### src/rtl/cache_fill_ctrl.sv
`timescale 1ns/1ps
// -----------------------------------------------------------------------------
// cache_fill_ctrl
// Request front-end and miss handler for the read-only block cache on the
// ray/BVH fetch path. One request is accepted at a time. The controller probes
// the cache. On a miss it issues a single Avalon-MM read, writes the returned
// word into the cache, and then responds. A memory read that never returns is
// abandoned after TIMEOUT cycles with an error response. The late beat that
// may still arrive afterwards is discarded through the stale flag.
//
// Ports
//   clk, rst               : clock (rising edge), async active-low reset
//   req_valid/ready/addr   : word-read request handshake from the fetch unit
//   rsp_valid/ready/data/err : response handshake; err=1 means timed out, data=0
//   c_en/c_wrt/c_addr/c_wdata : cache strobe (1 cycle), fill when c_wrt=1
//   c_rdata/c_success      : cache lookup result, valid the cycle after c_en
//   avm_*                  : Avalon-MM read master towards external memory
//   hit_cnt/miss_cnt       : wrapping lookup statistics
// -----------------------------------------------------------------------------
module cache_fill_ctrl #(
  parameter int SIZE_BLOCK = 32,
  parameter int BIT_TOTAL  = 24,
  parameter int TIMEOUT    = 256,
  parameter int CNT_W      = 32
) (
  input  logic                  clk,
  input  logic                  rst,
  input  logic                  req_valid,
  output logic                  req_ready,
  input  logic [BIT_TOTAL-1:0]  req_addr,
  output logic                  rsp_valid,
  input  logic                  rsp_ready,
  output logic [SIZE_BLOCK-1:0] rsp_data,
  output logic                  rsp_err,
  output logic                  c_en,
  output logic                  c_wrt,
  output logic [BIT_TOTAL-1:0]  c_addr,
  output logic [SIZE_BLOCK-1:0] c_wdata,
  input  logic [SIZE_BLOCK-1:0] c_rdata,
  input  logic                  c_success,
  output logic                  avm_read,
  output logic [BIT_TOTAL-1:0]  avm_address,
  input  logic                  avm_waitrequest,
  input  logic [SIZE_BLOCK-1:0] avm_readdata,
  input  logic                  avm_readdatavalid,
  output logic [CNT_W-1:0]      hit_cnt,
  output logic [CNT_W-1:0]      miss_cnt
);

  localparam int TMR_W = $clog2(TIMEOUT);
  localparam logic [TMR_W-1:0] TMR_LAST = TMR_W'(TIMEOUT - 1);

  typedef enum logic [2:0] {
    ST_IDLE     = 3'd0,
    ST_PROBE    = 3'd1,
    ST_CHECK    = 3'd2,
    ST_MEM_REQ  = 3'd3,
    ST_MEM_WAIT = 3'd4,
    ST_FILL     = 3'd5,
    ST_RESP     = 3'd6
  } state_e;

  state_e                state_q, state_d;
  logic [BIT_TOTAL-1:0]  addr_q, addr_d;
  logic [SIZE_BLOCK-1:0] data_q, data_d;
  logic [SIZE_BLOCK-1:0] rsp_data_q, rsp_data_d;
  logic                  rsp_err_q, rsp_err_d;
  logic                  stale_q, stale_d;
  logic [TMR_W-1:0]      tmr_q, tmr_d;
  logic [CNT_W-1:0]      hit_q, hit_d;
  logic [CNT_W-1:0]      miss_q, miss_d;
  // Strobes are registered copies of the next-state decode so that every
  // output comes straight from a flop.
  logic                  req_ready_q, req_ready_d;
  logic                  rsp_valid_q, rsp_valid_d;
  logic                  c_en_q, c_en_d;
  logic                  c_wrt_q, c_wrt_d;
  logic                  avm_read_q, avm_read_d;

  // Next-state, datapath and strobe decode
  always_comb begin
    state_d    = state_q;
    addr_d     = addr_q;
    data_d     = data_q;
    rsp_data_d = rsp_data_q;
    rsp_err_d  = rsp_err_q;
    stale_d    = stale_q;
    tmr_d      = tmr_q;
    hit_d      = hit_q;
    miss_d     = miss_q;

    // The orphaned beat of an abandoned read clears stale wherever it lands.
    if (avm_readdatavalid && stale_q) begin
      stale_d = 1'b0;
    end else begin
      stale_d = stale_q;
    end

    case (state_q)
      ST_IDLE: begin
        if (req_valid) begin
          addr_d  = req_addr;
          state_d = ST_PROBE;
        end else begin
          state_d = ST_IDLE;
        end
      end
      ST_PROBE: begin
        state_d = ST_CHECK;
      end
      ST_CHECK: begin
        if (c_success) begin
          rsp_data_d = c_rdata;
          hit_d      = hit_q + CNT_W'(1);
          state_d    = ST_RESP;
        end else begin
          miss_d     = miss_q + CNT_W'(1);
          state_d    = ST_MEM_REQ;
        end
      end
      ST_MEM_REQ: begin
        if (!avm_waitrequest) begin
          tmr_d   = '0;
          state_d = ST_MEM_WAIT;
        end else begin
          state_d = ST_MEM_REQ;
        end
      end
      ST_MEM_WAIT: begin
        if (avm_readdatavalid && !stale_q) begin
          data_d  = avm_readdata;
          state_d = ST_FILL;
        end else if (tmr_q == TMR_LAST) begin
          // Give up. The beat may still come later, so mark it as stale.
          rsp_err_d  = 1'b1;
          rsp_data_d = '0;
          stale_d    = 1'b1;
          state_d    = ST_RESP;
        end else begin
          tmr_d = tmr_q + TMR_W'(1);
        end
      end
      ST_FILL: begin
        rsp_data_d = data_q;
        state_d    = ST_RESP;
      end
      ST_RESP: begin
        if (rsp_ready) begin
          rsp_err_d = 1'b0;
          state_d   = ST_IDLE;
        end else begin
          state_d   = ST_RESP;
        end
      end
      default: begin
        state_d = ST_IDLE;
      end
    endcase

    req_ready_d = (state_d == ST_IDLE);
    rsp_valid_d = (state_d == ST_RESP);
    c_en_d      = (state_d == ST_PROBE) || (state_d == ST_FILL);
    c_wrt_d     = (state_d == ST_FILL);
    avm_read_d  = (state_d == ST_MEM_REQ);
  end

  // State, datapath and output registers
  always_ff @(posedge clk or negedge rst) begin
    if (!rst) begin
      state_q     <= ST_IDLE;
      addr_q      <= '0;
      data_q      <= '0;
      rsp_data_q  <= '0;
      rsp_err_q   <= 1'b0;
      stale_q     <= 1'b0;
      tmr_q       <= '0;
      hit_q       <= '0;
      miss_q      <= '0;
      req_ready_q <= 1'b1;
      rsp_valid_q <= 1'b0;
      c_en_q      <= 1'b0;
      c_wrt_q     <= 1'b0;
      avm_read_q  <= 1'b0;
    end else begin
      state_q     <= state_d;
      addr_q      <= addr_d;
      data_q      <= data_d;
      rsp_data_q  <= rsp_data_d;
      rsp_err_q   <= rsp_err_d;
      stale_q     <= stale_d;
      tmr_q       <= tmr_d;
      hit_q       <= hit_d;
      miss_q      <= miss_d;
      req_ready_q <= req_ready_d;
      rsp_valid_q <= rsp_valid_d;
      c_en_q      <= c_en_d;
      c_wrt_q     <= c_wrt_d;
      avm_read_q  <= avm_read_d;
    end
  end

  assign req_ready   = req_ready_q;
  assign rsp_valid   = rsp_valid_q;
  assign rsp_data    = rsp_data_q;
  assign rsp_err     = rsp_err_q;
  assign c_en        = c_en_q;
  assign c_wrt       = c_wrt_q;
  assign c_addr      = addr_q;
  assign c_wdata     = data_q;
  assign avm_read    = avm_read_q;
  assign avm_address = addr_q;
  assign hit_cnt     = hit_q;
  assign miss_cnt    = miss_q;

endmodule

### config.mk
export PLATFORM = sky130hd
export DESIGN_NAME = cache_fill_ctrl
export DESIGN_NICKNAME = d
export VERILOG_FILES = /design/src/rtl/cache_fill_ctrl.sv
export SDC_FILE = /design/constraint.sdc
export NUM_CORES = 1
export LEC_CHECK = 0
export CAP_MARGIN = 25
export CORE_MARGIN = 1
export CORE_UTILIZATION = 35
export CTS_CLUSTER_DIAMETER = 40
export CTS_CLUSTER_SIZE = 16
export DETAILED_ROUTE_END_ITERATION = 7
export REMOVE_ABC_BUFFERS = 1
export SETUP_SLACK_MARGIN = 0.02
export SLEW_MARGIN = 40
export SYNTH_ARGS = -nofsm -noshare
export SYNTH_HDL_FRONTEND = slang
export SYNTH_SLANG_ARGS = --single-unit
### constraint.sdc
create_clock -name clk -period 2.91 [get_ports clk]
set_input_delay 0.582 -clock clk [delete_from_list [all_inputs] [get_ports clk]]
set_output_delay 0.582 -clock clk [all_outputs]
set_load 0.03 [all_outputs]
Word-level counts from Yosys, hierarchy flattened
Index checks and enable logic that the tools add are counted.
{"block": "word_totals", "ff_bits": 170, "word_cells": 74}
{"block": "op_classes", "eq_ne": 17, "n_addsub": 3, "reduce_logical": 16, "mux": 23, "bitwise": 1}
{"cell": "32-bit 2-to-1 mux", "count": 3}
{"cell": "32-bit one-hot mux with 3 select lines", "count": 1}
{"cell": "32-bit by 1-bit adder with 32-bit output (second input constant)", "count": 2}
{"cell": "8-bit 2-to-1 mux", "count": 3}
{"cell": "3-bit one-hot mux with 7 select lines", "count": 1}
{"cell": "8-bit one-hot mux with 2 select lines", "count": 1}
{"cell": "3-bit == test (second input constant)", "count": 5}
{"cell": "3-bit 2-to-1 mux", "count": 5}
{"cell": "2-bit != test (second input constant)", "count": 6}
{"cell": "4-bit AND reduction", "count": 3}
{"cell": "3-bit by 2-bit == test with 1-bit output (second input constant)", "count": 3}
{"cell": "8-bit by 1-bit adder with 8-bit output (second input constant)", "count": 1}
{"cell": "8-bit == test (second input constant)", "count": 1}
{"cell": "1-bit 2-to-1 mux", "count": 8}
{"cell": "2-bit AND reduction", "count": 4}
{"cell": "3-bit by 1-bit == test with 1-bit output (second input constant)", "count": 2}
{"cell": "3-bit zero test", "count": 2}
{"cell": "2-bit nonzero test", "count": 2}
{"cell": "3-bit nonzero test", "count": 1}
{"cell": "1-bit logical AND", "count": 2}
{"cell": "1-bit one-hot mux with 2 select lines", "count": 1}
{"cell": "1-bit zero test", "count": 1}
{"cell": "1-bit logical OR", "count": 1}
{"cell": "1-bit NOT", "count": 1}

Longest topological paths before layout
{"block": "logic_depth", "depth_word": 6, "depth_mapped": 7}

Least setup slack after synthesis
No wires, ideal clock.
{"block": "synth_timing", "path_kind": "input -> register", "start": "input avm_readdatavalid", "end": "register rsp_data_q[10], in the netlist rsp_data[10]", "arrival_ns": 1.930, "setup_ns": 0.125, "n_path_buf": 1, "slack_ns": 0.855, "path_stages": 6, "path_cell_list": "nor2b_1 nand2_2 clkinv_1 a211oi_2 buf_2 mux2_2"}
{"block": "synth_via", "elab_chain_len": 3}
{"item": "from (decl)", "line_no": "45", "text": "input logic avm_readdatavalid,"}
{"item": "1-bit logical AND", "line_no": "130", "text": "if (avm_readdatavalid && !stale_q) begin"}
{"item": "2-bit != test (no source line)"}
{"item": "4-bit AND reduction (no source line)"}
{"item": "to (signal assigned)", "line_no": "188", "text": "rsp_data_q <= rsp_data_d;"}
{"item": "to (decl)", "line_no": "66", "text": "logic [SIZE_BLOCK-1:0] rsp_data_q, rsp_data_d;"}
Every way passes these cells.
A chain may end at the register's enable or synchronous reset.

Worst setup path in the final report
{"block": "layout_timing", "start": "register miss_q[2], in the netlist miss_cnt[2]", "end": "output miss_cnt[2]"}
{"item": "from (decl)", "line_no": "71", "text": "logic [CNT_W-1:0] miss_q, miss_d;"}
{"item": "from (signal assigned)", "line_no": "193", "text": "miss_q <= miss_d;"}
{"item": "to (decl)", "line_no": "47", "text": "output logic [CNT_W-1:0] miss_cnt"}
No word-level cell between the ends.

==> metrics.txt <==
I/O pins=277; Reg power frac=32.0%; DRT antenna net count=0; Seq/Total Area, Yosys=54.2%; # diodes=0; Hold WS=0.139 ns; Chip Height=152 um; adder-cell share of the synthesized area=0.478%; First-pass DRT Iterations=5; initial DRC count=approximately 220; cells along the critical path=clkdlybuf4s50_1; Post-synth EDFFs=0; Setup Fix Bufs, Post-CTS=0; largest family of logic cells by synthesized area=simple AND/OR/NAND/NOR gates; CTS root buffer=clkbuf_16; num rows=54; htree depth=4; Int Pwr=6740 uW; Clock Path Buffers=2; Post-Synth Simple-Gate Area=a little over a fifth; switching power total=4820 uW; Post-Syn Area=0.00786 mm^2; Crit Path Max Fanout=9; CTS tree=done; DRC=0; Max Cap Violations=0; layout cells sized above 1=11.9%; Syn. warnings=0; final hold vios=0; GPL Wtd Cong=approximately 0.78; worst slew pin tran=0.689 ns; Switching Share=41.7%; All-Layer GR Usage=18.8%; total CTS buffers=17; total gr overflow=0; RSZ-0062 raised after global routing=no; largest net degree at the start of global routing=66; Lkg Pwr=0.00505 uW; starting density of the core=between 30% and 40%; DR vias/cell=4.88; DR vias=approximately 6,300; WP data required=2.33 ns; Final period util=82.0%; Power, Total=11,600 uW; core area=0.0219 mm^2; #FFs+latches synth=170; CP Class=flop to primary output; proportion of power drawn by the clock network=19.3%; CP max-delay cell=clkdlybuf4s50_1; normalized max-slew margin=between 50% and 60%; Tmin final=approximately 2.4 ns; Max Fclk=419 MHz; reg2reg path depth=4; worst path bufs/invs=1; mux cell area share after synthesis=between 8 and 9%; power per cell area=1010 mW/mm^2; outcome=finished, final reports clean; Compound-Gate Fraction of Synth Area=between 4 and 5%; vias in the first global route=6,372; Skew-Pair Late Insertion Delay=0.43 ns; CP max stage delay=0.80 ns; Synth Area in XOR/XNOR=6.91%; Slew Viols, Final=0; hold_buf cts=0; P&R area growth vs syn=45.0%; antenna violations before repair=0; ys async rst share=100%; DRT Wirelength=20.9 mm; final setup violation count=0; post-DR wirelength/cell=16.1 um; clk sinks=170; Critical R2R Launch=state_q[2]$_DFF_PN0_; clock-pin slew on the worst setup and hold paths=0.07 ns; Syn Inst Count=around 760; Post-Syn Area per Cell=10.4 um^2; nets=1,106; die area=0.0231 mm^2; Worst path top cell family by delay=buffers and inverters; ys flop type=dfrtp_1; Reg-to-Reg End=rsp_valid$_DFF_PN0_; critical path capture point type=primary output; reg-to-reg setup timing slack=~0.65 ns; PostCTS Resize Cnt=0; Comb power frac=48.6%; worst vdd rail ir drop=~0.51 mV; arrival time at the worst endpoint=~1.8 ns; die width=approximately 150 um; final clock skew=around 0.013 ns; IO buf count=276; startpoint types=flop; HPWL after DPL=14.8 mm; post-synthesis cell type count=53; first-pass GRT wire length=35.0 mm; class of the worst hold path=primary input to async pin
[routing by layer]
metal | GRT usage (%) | up-vias | part of all wire, % | routed length [um]
li1 | - | 3066 | - | -
met4 | 5.57 | 0 | 1.4 | 284
met1 | 24.5 | 3037 | 44 | 9120
met2 | 28.9 | 222 | 45 | 9510
met5 | 0 | - | 0 | 0
met3 | 7.22 | 19 | 9.7 | 2030
[layout make-up]
type	count	area (um^2)
Timing Repair Buffer	291	2910
Clock buffer	18	429
Tap cell	280	350
Sequential cell	170	4260
Inverter	14	52.6
Clock inverter	14	138
Multi-Input combinational cell	514	3250
Fill cell	2040	10500
[layout by cell type, fill, tap and decap left out, drive strengths merged, types with 2 or more instances in the layout]
master | netlist | layout
nor2 | 8 | 8
xnor2 | 25 | 25
nor3 | 12 | 12
a41oi | 2 | 2
and3 | 11 | 11
o21ai | 37 | 37
xor2 | 37 | 37
and2 | 3 | 3
inv | 13 | 19
nor4b | 2 | 2
nand3 | 25 | 25
mux2 | 57 | 57
clkinvlp | 0 | 3
clkdlybuf4s50 | 0 | 275
nand4bb | 2 | 2
nand2b | 8 | 8
and4bb | 2 | 2
nor4 | 28 | 28
or2 | 2 | 2
ha | 3 | 3
nand4 | 17 | 17
dfrtp | 169 | 169
buf | 35 | 16
a21oi | 7 | 7
a211oi | 3 | 3
mux2i | 2 | 2
clkbuf | 22 | 18
or4 | 3 | 3
o31ai | 2 | 2
nand2 | 195 | 195
clkinv | 1 | 5
and4 | 9 | 9
[sequential cells by signal, summed over array words and instances, names as in the netlist]
signal / cells
stale_q: 1
rsp_err: 1
miss_cnt: 32
tmr_q: 8
avm_address: 24
c_wrt: 1
c_en: 1
req_ready: 1
state_q: 3
rsp_data: 32
avm_read: 1
hit_cnt: 32
rsp_valid: 1
c_wdata: 32
[logic make-up after synthesis]
family	after synthesis
and+or+nand+nor	331
DFF	170
buffers and inverters	71
xor gates and xnor gates	62
AOI/OAI and AO/OA	59
muxes	59
adders and majority gates	3
[synthesized netlist by cell type (2+ instances only)]
library cell	count	area (um^2)
nor3_1	12	60.1
buf_1	3	11.3
and3_1	11	68.8
ha_1	3	37.5
nor2_1	8	30.0
o31ai_1	2	15.0
nand2_1	194	728
buf_4	24	180
nand4_1	16	100
a211oi_1	2	15.0
nor4_2	2	25.0
xor2_1	37	324
nand3_1	25	125
nor4_1	26	163
a41oi_1	2	17.5
dfrtp_1	169	4230
and4_1	9	78.8
xnor2_1	25	219
or4_1	3	22.5
or2_2	2	12.5
mux2i_1	2	20.0
and2_1	3	18.8
clkbuf_1	22	82.6
buf_2	8	40.0
inv_1	13	48.8
and4bb_2	2	25.0
a21oi_1	7	35.0
o21ai_0	36	180
mux2_2	56	631
nand2b_1	8	50.1
[power groups by stage]
stage	Combinational (uW)	Clock (uW)	Sequential [uW]
2_1_floorplan	1500	0	5350
3_3_place_gp	5640	0	3730
3_5_place_dp	5670	0	3740
4_1_cts	5690	2300	3710
5_1_grt	5990	2380	3830
6_report	5620	2230	3700
[worst max path at each step]
stage | depth (start not counted) | end | from
detailed placement | 5 | miss_cnt[26]$_DFFE_PN0P_ | c_success
finish | 1 | miss_cnt[2] | miss_cnt[2]$_DFFE_PN0P_
global route | 4 | rsp_valid$_DFF_PN0_ | state_q[2]$_DFF_PN0_
CTS | 1 | miss_cnt[2] | miss_cnt[2]$_DFFE_PN0P_
global placement | 5 | miss_cnt[26]$_DFFE_PN0P_ | c_success
floorplan | 5 | rsp_data[0]$_DFFE_PN0P_ | state_q[0]$_DFF_PN0_
[per-stage QoR]
stage                     setup TNS (ns)  instance area [um^2]  cells  utilization [%]  setup WS (ns)
after global placement                 0                 10800   1269             49.5          0.396
final                                  0                 11400   1301             52.1          0.523
after floorplan                   -44.32                  7540    698                -          -1.39
after CTS                              0                 11400   1301             52.1          0.520
after detailed placement               0                 10800   1269             49.5          0.301
after global routing                   0                 11400   1301             52.1          0.438
(Power assumes the default switching activity.)
